### config.mk
export PLATFORM = sky130hd
export DESIGN_NAME = pc_sequencer
export DESIGN_NICKNAME = d
export VERILOG_FILES = /design/src/rtl/pc_seq_pkg.sv /design/src/rtl/return_addr_stack.sv /design/src/rtl/pc_sequencer.sv
export SDC_FILE = /design/constraint.sdc
export NUM_CORES = 2
export LEC_CHECK = 0
export CORE_MARGIN = 2
export CORE_UTILIZATION = 50
export DETAILED_ROUTE_END_ITERATION = 8
export PLACE_DENSITY = 0.68
export SYNTH_ARGS = -nofsm -noshare
export SYNTH_HDL_FRONTEND = slang
export SYNTH_HIERARCHICAL = 1
export SYNTH_SLANG_ARGS = --single-unit
### constraint.sdc
create_clock -name clk -period 46.6 [get_ports clk]
set_input_delay 6.99 -clock clk [delete_from_list [all_inputs] [get_ports clk]]
set_output_delay 6.99 -clock clk [all_outputs]
set_load 0.005 [all_outputs]
### src/rtl/pc_seq_pkg.sv
`default_nettype none
// ============================================================================
//  Module      : pc_seq_pkg
//  Description : Shared definitions for the fetch-stage PC sequencer:
//                FSM state encoding and redirect-kind codes.
//  Revision    : 1.0 - initial release
// ============================================================================
package pc_seq_pkg;

  // Sequencer control states
  typedef enum logic [1:0] {
    ST_BOOT = 2'd0,
    ST_RUN  = 2'd1,
    ST_HALT = 2'd2
  } pc_state_e;

  // redirect_kind encodings; 2'b11 falls through to the jump behaviour
  localparam logic [1:0] REDIR_JUMP = 2'b00;
  localparam logic [1:0] REDIR_CALL = 2'b01;
  localparam logic [1:0] REDIR_RET  = 2'b10;

endpackage : pc_seq_pkg
`default_nettype wire

### src/rtl/return_addr_stack.sv
`default_nettype none
// ============================================================================
//  Module      : return_addr_stack
//  Description : Circular return-address stack. A push onto a full stack
//                overwrites the oldest entry and sets a sticky overflow flag.
//  Ports       : clk, reset        - clock / async active-high reset
//                push_i, pop_i     - mutually exclusive stack operations
//                push_data_i       - link address to push
//                top_o             - most recently pushed entry
//                empty_o, full_o   - derived from the registered count
//                overflow_o        - sticky, cleared only by reset
//  Revision    : 1.0 - initial release
// ============================================================================
module return_addr_stack #(
  parameter int unsigned WIDTH     = 64,
  parameter int unsigned RAS_DEPTH = 8
) (
  input  logic             clk,
  input  logic             reset,
  input  logic             push_i,
  input  logic             pop_i,
  input  logic [WIDTH-1:0] push_data_i,
  output logic [WIDTH-1:0] top_o,
  output logic             empty_o,
  output logic             full_o,
  output logic             overflow_o
);

  localparam int unsigned PTR_W = $clog2(RAS_DEPTH);
  localparam int unsigned CNT_W = PTR_W + 1;
  localparam logic [CNT_W-1:0] c_DEPTH = CNT_W'(RAS_DEPTH);

  logic [WIDTH-1:0] mem_q [RAS_DEPTH];
  // ptr_q addresses the next slot to write; the top entry sits one below it.
  // Because the stack is circular, when full the next slot is also the
  // oldest entry, so a push there is exactly "overwrite the oldest".
  logic [PTR_W-1:0] ptr_q;
  logic [CNT_W-1:0] count_q;
  logic             overflow_q;
  logic [PTR_W-1:0] top_idx;

  assign top_idx    = ptr_q - PTR_W'(1);
  assign top_o      = mem_q[top_idx];
  assign empty_o    = (count_q == '0);
  assign full_o     = (count_q == c_DEPTH);
  assign overflow_o = overflow_q;

  always_ff @(posedge clk or posedge reset) begin
    if (reset) begin
      ptr_q      <= '0;
      count_q    <= '0;
      overflow_q <= 1'b0;
      for (int i = 0; i < int'(RAS_DEPTH); i++) begin
        mem_q[i] <= '0;
      end
    end else if (push_i) begin
      mem_q[ptr_q] <= push_data_i;
      ptr_q        <= ptr_q + PTR_W'(1);
      if (full_o) begin
        overflow_q <= 1'b1;
      end else begin
        count_q <= count_q + CNT_W'(1);
      end
    end else if (pop_i && !empty_o) begin
      ptr_q   <= top_idx;
      count_q <= count_q - CNT_W'(1);
    end
  end

endmodule : return_addr_stack
`default_nettype wire

### src/rtl/pc_sequencer.sv
`default_nettype none
// ============================================================================
//  Module      : pc_sequencer
//  Description : Fetch-stage program-counter sequencer. Presents the PC over
//                a valid/ready handshake, steps by STEP per accepted fetch,
//                and applies traps and jump/call/return redirects with a
//                circular return-address stack and halt/resume control.
//  Ports       : clk, reset          - clock / async active-high reset
//                pc_out, pc_valid    - fetch request
//                fetch_ready         - fetch accepts pc_out this cycle
//                redirect_valid/kind/target - control-flow redirect
//                trap                - highest priority redirect to TRAP_VECTOR
//                halt_req, resume    - halt control
//                ras_empty/full      - stack occupancy
//                ras_overflow/underflow - sticky stack error flags
//                misalign_err        - one-cycle pulse on a misaligned target
//  Revision    : 1.0 - initial release
// ============================================================================
module pc_sequencer
  import pc_seq_pkg::*;
#(
  parameter int unsigned     WIDTH        = 64,
  parameter int unsigned     STEP         = 4,
  parameter logic [WIDTH-1:0] RESET_VECTOR = '0,
  parameter logic [WIDTH-1:0] TRAP_VECTOR  = WIDTH'(64'h100),
  parameter int unsigned     RAS_DEPTH    = 8
) (
  input  logic             clk,
  input  logic             reset,
  output logic [WIDTH-1:0] pc_out,
  output logic             pc_valid,
  input  logic             fetch_ready,
  input  logic             redirect_valid,
  input  logic [1:0]       redirect_kind,
  input  logic [WIDTH-1:0] redirect_target,
  input  logic             trap,
  input  logic             halt_req,
  input  logic             resume,
  output logic             ras_empty,
  output logic             ras_full,
  output logic             ras_overflow,
  output logic             ras_underflow,
  output logic             misalign_err
);

  localparam int unsigned      ALIGN_BITS = $clog2(STEP);
  localparam logic [WIDTH-1:0] c_STEP     = WIDTH'(STEP);
  localparam logic [WIDTH-1:0] c_ALIGN_MASK = {WIDTH{1'b1}} << ALIGN_BITS;

  pc_state_e        state_q, state_d;
  logic [WIDTH-1:0] pc_q, pc_d;
  logic             underflow_q, underflow_d;
  logic             misalign_q, misalign_d;

  logic             accept;
  logic [WIDTH-1:0] pc_plus_step;
  logic [WIDTH-1:0] target_aligned;
  logic             target_misaligned;

  logic             ras_push, ras_pop;
  logic [WIDTH-1:0] ras_top;
  logic             ras_empty_w, ras_full_w, ras_overflow_w;

  assign pc_valid          = (state_q == ST_RUN);
  assign accept            = pc_valid & fetch_ready;
  assign pc_plus_step      = pc_q + c_STEP;  // wraps modulo 2^WIDTH
  assign target_aligned    = redirect_target & c_ALIGN_MASK;
  assign target_misaligned = |(redirect_target & ~c_ALIGN_MASK);

  return_addr_stack #(
    .WIDTH     (WIDTH),
    .RAS_DEPTH (RAS_DEPTH)
  ) u_ras (
    .clk         (clk),
    .reset       (reset),
    .push_i      (ras_push),
    .pop_i       (ras_pop),
    .push_data_i (pc_plus_step),
    .top_o       (ras_top),
    .empty_o     (ras_empty_w),
    .full_o      (ras_full_w),
    .overflow_o  (ras_overflow_w)
  );

  // Next-state / next-PC: trap > redirect > accept > hold.
  always_comb begin
    state_d     = state_q;
    pc_d        = pc_q;
    underflow_d = underflow_q;
    misalign_d  = 1'b0;
    ras_push    = 1'b0;
    ras_pop     = 1'b0;

    if (trap) begin
      // Any concurrent redirect is dropped entirely, including its RAS effect.
      state_d = ST_RUN;
      pc_d    = TRAP_VECTOR;
    end else begin
      case (state_q)
        ST_BOOT: state_d = ST_RUN;
        ST_RUN:  if (halt_req) state_d = ST_HALT;
        ST_HALT: if (resume)   state_d = ST_RUN;
        default: state_d = ST_BOOT;
      endcase

      if (redirect_valid) begin
        case (redirect_kind)
          REDIR_CALL: begin
            ras_push   = 1'b1;
            pc_d       = target_aligned;
            misalign_d = target_misaligned;
          end
          REDIR_RET: begin
            if (!ras_empty_w) begin
              // Stack-sourced addresses were pushed aligned; no check.
              ras_pop = 1'b1;
              pc_d    = ras_top;
            end else begin
              pc_d        = target_aligned;
              misalign_d  = target_misaligned;
              underflow_d = 1'b1;
            end
          end
          default: begin
            pc_d       = target_aligned;
            misalign_d = target_misaligned;
          end
        endcase
      end else if (accept) begin
        pc_d = pc_plus_step;
      end
    end
  end

  always_ff @(posedge clk or posedge reset) begin
    if (reset) begin
      state_q     <= ST_BOOT;
      pc_q        <= RESET_VECTOR;
      underflow_q <= 1'b0;
      misalign_q  <= 1'b0;
    end else begin
      state_q     <= state_d;
      pc_q        <= pc_d;
      underflow_q <= underflow_d;
      misalign_q  <= misalign_d;
    end
  end

  assign pc_out        = pc_q;
  assign ras_empty     = ras_empty_w;
  assign ras_full      = ras_full_w;
  assign ras_overflow  = ras_overflow_w;
  assign ras_underflow = underflow_q;
  assign misalign_err  = misalign_q;

endmodule : pc_sequencer
`default_nettype wire

## Word-level counts from Yosys, hierarchy flattened

Index checks and enable logic that the tools add are counted.

| word-level totals | value |
|---|---|
| flip-flop bits (word level) | 588 |
| bits of input ports | 73 |
| output and inout port bits | 70 |
| word-level logic and storage cells | 78 |

| operators by class | value |
|---|---|
| add/subtract/negate cells | 5 |
| magnitude comparators | 3 |
| equal/unequal tests | 8 |
| muxes and demuxes | 31 |
| bitwise logic cells | 4 |
| reduce and logical (&&, ||, !) cells | 12 |

Operators with widths:

| cell | number |
|---|---|
| $bwmux 512 | 1 |
| $mux 64 | 8 |
| $bmux 64 s3 | 1 |
| $demux 64 s3 | 1 |
| $add 64x3->64 const B | 1 |
| $mux 4 | 3 |
| $mux 1 | 11 |
| $ge 4x4->1 const B | 2 |
| $not 3->4 | 2 |
| $mux 2 | 3 |
| $mux 3 | 2 |
| $pmux 2 s3 | 1 |
| $reduce_and 2->1 | 3 |
| $add 4x1->4 const B | 1 |
| $eq 2x1->1 const B | 2 |
| $eq 2x2->1 const B | 2 |
| $eq 4x4->1 const B | 1 |
| $logic_not 4->1 | 1 |
| $lt 4x1->1 const B | 1 |
| $reduce_and 4->1 | 1 |
| $sub 4x1->4 const B | 1 |
| $add 3x1->3 const B | 1 |
| $ne 3x1->1 const B | 1 |
| $ne 3x3->1 const B | 1 |
| 10 further kinds | 11 |

## Longest topological paths before layout

| logic depth | value |
|---|---|
| word-level depth | 9 |
| gate-level depth with buffers | 11 |
| depth with buffers taken out | 8 |

## Hierarchy

The synthesis kept the hierarchy.

By module, submodules not included:

| module | instances | cells an instance | area an instance (um2) | sequential area each (um2) |
|---|---|---|---|---|
| return_addr_stack | 1 | 1362 | 23689.0 | 13012.5 |
| pc_sequencer | 1 | 786 | 6069.6 | 1701.6 |

## Worst setup path after synthesis

OpenSTA, ideal clock, no wires.

| timing path | value |
|---|---|
| path type | input -> register |
| from | input port trap |
| to | register u_ras/mem_q[320] (netlist name) |
| library setup time | 0.125 ns |
| arrival | 9.171 ns |
| data required time | 46.475 ns |
| setup slack | 37.304 ns |
| stages | 9 |
| path buffers | 4 |
| cell sequence | nand2b_1 -> clkbuf_1 -> buf_1 -> nor3_1 -> buf_4 -> nand2b_4 -> nor3_2 -> buf_6 -> mux2_2 |

| on the way | value |
|---|---|
| word-level cells in the longest chain between the ends | 1 |

Ends and longest elaborated chain:

| what | RTL line | RTL |
|---|---|---|
| start, declared | pc_sequencer.sv:36 | `input logic trap,` |
| $mux 1 | pc_sequencer.sv:94 | `if (trap) begin` |
| net ras_push | pc_sequencer.sv:60 | `logic ras_push, ras_pop;` |
| end signal, assigned by index | return_addr_stack.sv:57 | `mem_q[ptr_q] <= push_data_i;` |
| end, declared | return_addr_stack.sv:33 | `logic [WIDTH-1:0] mem_q [RAS_DEPTH];` |

The timed path passes the listed nets, and every way through them passes these cells.
A chain may end at the register's enable or synchronous reset.

## Worst setup path after layout

| timing path | value |
|---|---|
| from | input port trap |
| to | register u_ras/mem_q[409] (netlist name) |

The elaborated chain is that of the path after synthesis.

==> load_flow_metrics.sql <==
INSERT INTO impl_metrics (metric_group, metric, value, unit) VALUES
('run_status', 'run_status', 'complete, no violations', ''),
('logic_synthesis', 'synthTopCellsByCount', 'sky130_fd_sc_hd__dfrtp_1, sky130_fd_sc_hd__mux2_2, sky130_fd_sc_hd__mux4_2', ''),
('place', 'place_hpwl', '47900', 'µm'),
('detailed_routing', 'drt_pass1_iterations', '6', ''),
('grt', 'number_of_antenna_violations_at_the_first_check_in_global_routing', '2', ''),
('grt', 'grt_start_max_net_pins', '198', ''),
('clocking', 'post_cts.repair.setup_buffers', '0', ''),
('clocking', 'post_cts_hold_buffer_count', '0', ''),
('place', 'placement.io_buffers', '142', ''),
('sta', 'final.setup.tns', '0', 'ps'),
('setup_path', 'crit_path_top_delay_cell', 'sky130_fd_sc_hd__nor3_2', ''),
('setup_path', 'cp_startpoint_kind', 'input pin', ''),
('sta', 'tightest_slew', '1270', 'ps'),
('sta', 'fmax', '93.0', 'MHz'),
('sta', 'grt_setup_unrepaired', 'no', ''),
('min_path', 'sink_of_the_worst_hold_path', 'ras_underflow', ''),
('die', 'initial_core_util', '0.505', ''),
('detailed_routing', 'vias_per_cell', '6.30', ''),
('final_layout', 'filler_cell_count', '4645', ''),
('setup_path', 'timing.setup.critical_path_class', 'in2reg', ''),
('final_layout', 'layout-drive-gt1-share', '0.389', ''),
('setup_path', 'cell_breakdown_of_the_critical_path', 'clkdlybuf4s50_1 -> nand2b_2 -> buf_4 -> nor3_2 -> inv_2 -> nor4_4 -> buf_4 -> buf_4 -> mux2_2', ''),
('grt', 'global_route_total_usage_across_every_layer', '0.263', ''),
('setup_path', 'worst-endpoint-arrival', '11230', 'ps'),
('sta', 'period_minus_slack', '10750', 'ps'),
('setup_path', 'endpoint_of_the_most_critical_register_to_register_path', 'pc_out[29]', ''),
('min_path', 'timing.hold.worst_path_depth', '1', ''),
('detailed_routing', 'vias', '19230', ''),
('die', 'horizontal_die_dimension', '248', 'µm'),
('clocking', 'clock-root-buffer', 'sky130_fd_sc_hd__clkbuf_16', ''),
('grt', 'first_global_vias', '20235', ''),
('min_path', 'hold_path_startpoint', 'ras_underflow', ''),
('setup_path', 'cp-end-kind', 'register', ''),
('logic_synthesis', 'synth_top_flop_cell', 'sky130_fd_sc_hd__dfrtp_1', ''),
('detailed_routing', 'routed_wl', '78800', 'µm'),
('place', 'gp_routability_congestion', '0.830', ''),
('sta', 'setup_viol_count_final', '0', ''),
('clocking', 'clk_latency', '600', 'ps'),
('pwr', 'p_leak', '15.5', 'nW'),
('logic_synthesis', 'netlist.top_cell.by_area', 'sky130_fd_sc_hd__dfrtp_1', ''),
('setup_path', 'critical_path_required', '47070', 'ps'),
('detailed_routing', 'post_drt_wl_per_cell', '25.8', 'µm'),
('clocking', 'numClockSinks', '588', ''),
('setup_path', 'cp_slowest_stage_delay', '810', 'ps'),
('final_layout', 'fin_nets', '2313', ''),
('sta', 'max_slew_margin', '0.145', ''),
('logic_synthesis', 'post-synth-top-count-cell', 'sky130_fd_sc_hd__dfrtp_1', ''),
('detailed_routing', 'first_iter_violations', '1381', ''),
('sta', 'finalMaxSlewViolations', '0', ''),
('die', 'io-pin-count', '143', ''),
('pwr', 'power_per_cell_area', '49.3', 'nW/µm²'),
('logic_synthesis', 'post_synth_instance_area', '29800', 'µm²'),
('clocking', 'clock_pin_slew_on_the_worst_setup_and_hold_paths', '60', 'ps'),
('clocking', 'ctsLongestPathBuffers', '3', ''),
('logic_synthesis', 'async_flop_share', '1.00', ''),
('final_layout', 'antenna_diodes', '0', ''),
('sta', 'period_share', '0.231', ''),
('clocking', 'tritoncts_clock_tree', 'built', ''),
('setup_path', 'reg2reg_setup_slack', '41470', 'ps'),
('logic_synthesis', 'synth_enable_flop_cells', '0', ''),
('clocking', 'cts_buffers', '67', ''),
('logic_synthesis', 'yosysWarnings', '6', ''),
('logic_synthesis', 'synth_top_area_frac', '0.494', ''),
('die', 'placementRows', '89', ''),
('sta', 'fin_skew', '22.9', 'ps'),
('sta', 'final_hold_viol_count', '0', ''),
('logic_synthesis', 'number_of_storage_elements_in_the_synthesis_netlist', '588', ''),
('die', 'die_boundary_height', '248', 'µm'),
('logic_synthesis', 'seq_area_frac_synth', '0.494', ''),
('clocking', 'clock_tree.htree_level_count', '3', ''),
('setup_path', 'cp_common_cell', 'sky130_fd_sc_hd__buf_4', '');
## power breakdown
part / switching (W) / internal, W
Combinational: 0.000223 / 0.000250
Sequential: 0.0000757 / 0.000602
Clock: 0.000209 / 0.000304
## worst max-delay path, delay by kind of cell
| kind | cells | cell delay [ps] |
|---|---|---|
| buffers and inverters | 5 | 2370 |
| AND/OR/NAND/NOR | 3 | 1370 |
| multiplexers | 1 | 420 |
## cells in the final DEF, fill, tap and decap left out, drive strengths merged, types with 13 or more instances in the layout
| cell type | synthesis | layout |
|---|---|---|
| mux2i | 16 | 16 |
| o211ai | 13 | 13 |
| nand4 | 40 | 40 |
| clkinv | 0 | 13 |
| inv | 32 | 33 |
| nor3 | 33 | 33 |
| o21ai | 34 | 34 |
| mux2 | 578 | 578 |
| nand2 | 97 | 97 |
| clkbuf | 56 | 94 |
| clkdlybuf4s50 | 0 | 142 |
| or3 | 17 | 17 |
| nor2 | 45 | 45 |
| xnor2 | 46 | 46 |
| xor2 | 18 | 18 |
| buf | 104 | 35 |
| nor4 | 17 | 17 |
| dfrtp | 588 | 588 |
| a21oi | 67 | 67 |
| nand3 | 48 | 48 |
| mux4 | 129 | 129 |
## final cells by class
cell class              count  area [µm²]  share of cell area
clock inverters            18         153             0.00453
flip-flops and latches    588       14700               0.437
clock buffers              94        1960              0.0582
inverters                  32         129             0.00382
well taps                 773         967              0.0287
repair buffers            177        1700              0.0503
multi-input cells        1368       14100               0.418
## cell families (layout without fill, tap and decap cells)
family | after synthesis | after routing | synth area share
mux | 723 | 723 | 0.329
xor+xnor | 64 | 64 | 0.0188
flops | 588 | 588 | 0.494
compound gates | 231 | 231 | 0.0528
simple gates | 344 | 344 | 0.0657
buf+inv | 192 | 321 | 0.0362
fa+ha+maj | 6 | 6 | 0.00278
## worst max-delay path by stage
stage / endpoint / slack [ps] / cells past startpoint / startpoint
detailed placement: u_ras/mem_q[425] / 35290 / 9 / trap
CTS: u_ras/mem_q[409] / 35900 / 9 / trap
finish: u_ras/mem_q[409] / 35850 / 9 / trap
floorplan: u_ras/count_q[0] / 25080 / 1 / reset
global placement: u_ras/mem_q[423] / 35430 / 9 / trap
global route: u_ras/mem_q[409] / 35730 / 9 / trap
## through the flow
step	setup slack (ps)	std cells	area [µm²]	total power, W	hold slack (ps)
3_5_place_dp	35290	2938	31600	0.00116	455
6_report	35850	3050	33700	0.00166	463
2_1_floorplan	25080	2148	29800	0.00102	451
5_1_grt	35730	3050	33700	0.00174	492
3_3_place_gp	35430	2938	31600	0.00114	450
4_1_cts	35900	3050	33700	0.00168	467
## layer usage
layer	wire length, µm	up-vias	global-route usage
met5	10	-	0
met4	2250	2	0.0817
met3	4190	157	0.0421
met2	38100	593	0.425
met1	34300	10245	0.365
li1	-	8233	-
## flip-flops by register name (all words and copies together), names as in the netlist
register / flops
pc_out: 64
u_ras/overflow_o: 1
misalign_err: 1
state_q: 2
u_ras/count_q: 4
u_ras/mem_q: 512
ras_underflow: 1
u_ras/ptr_q: 3
No activity file was read; power rests on OpenSTA's default activity.
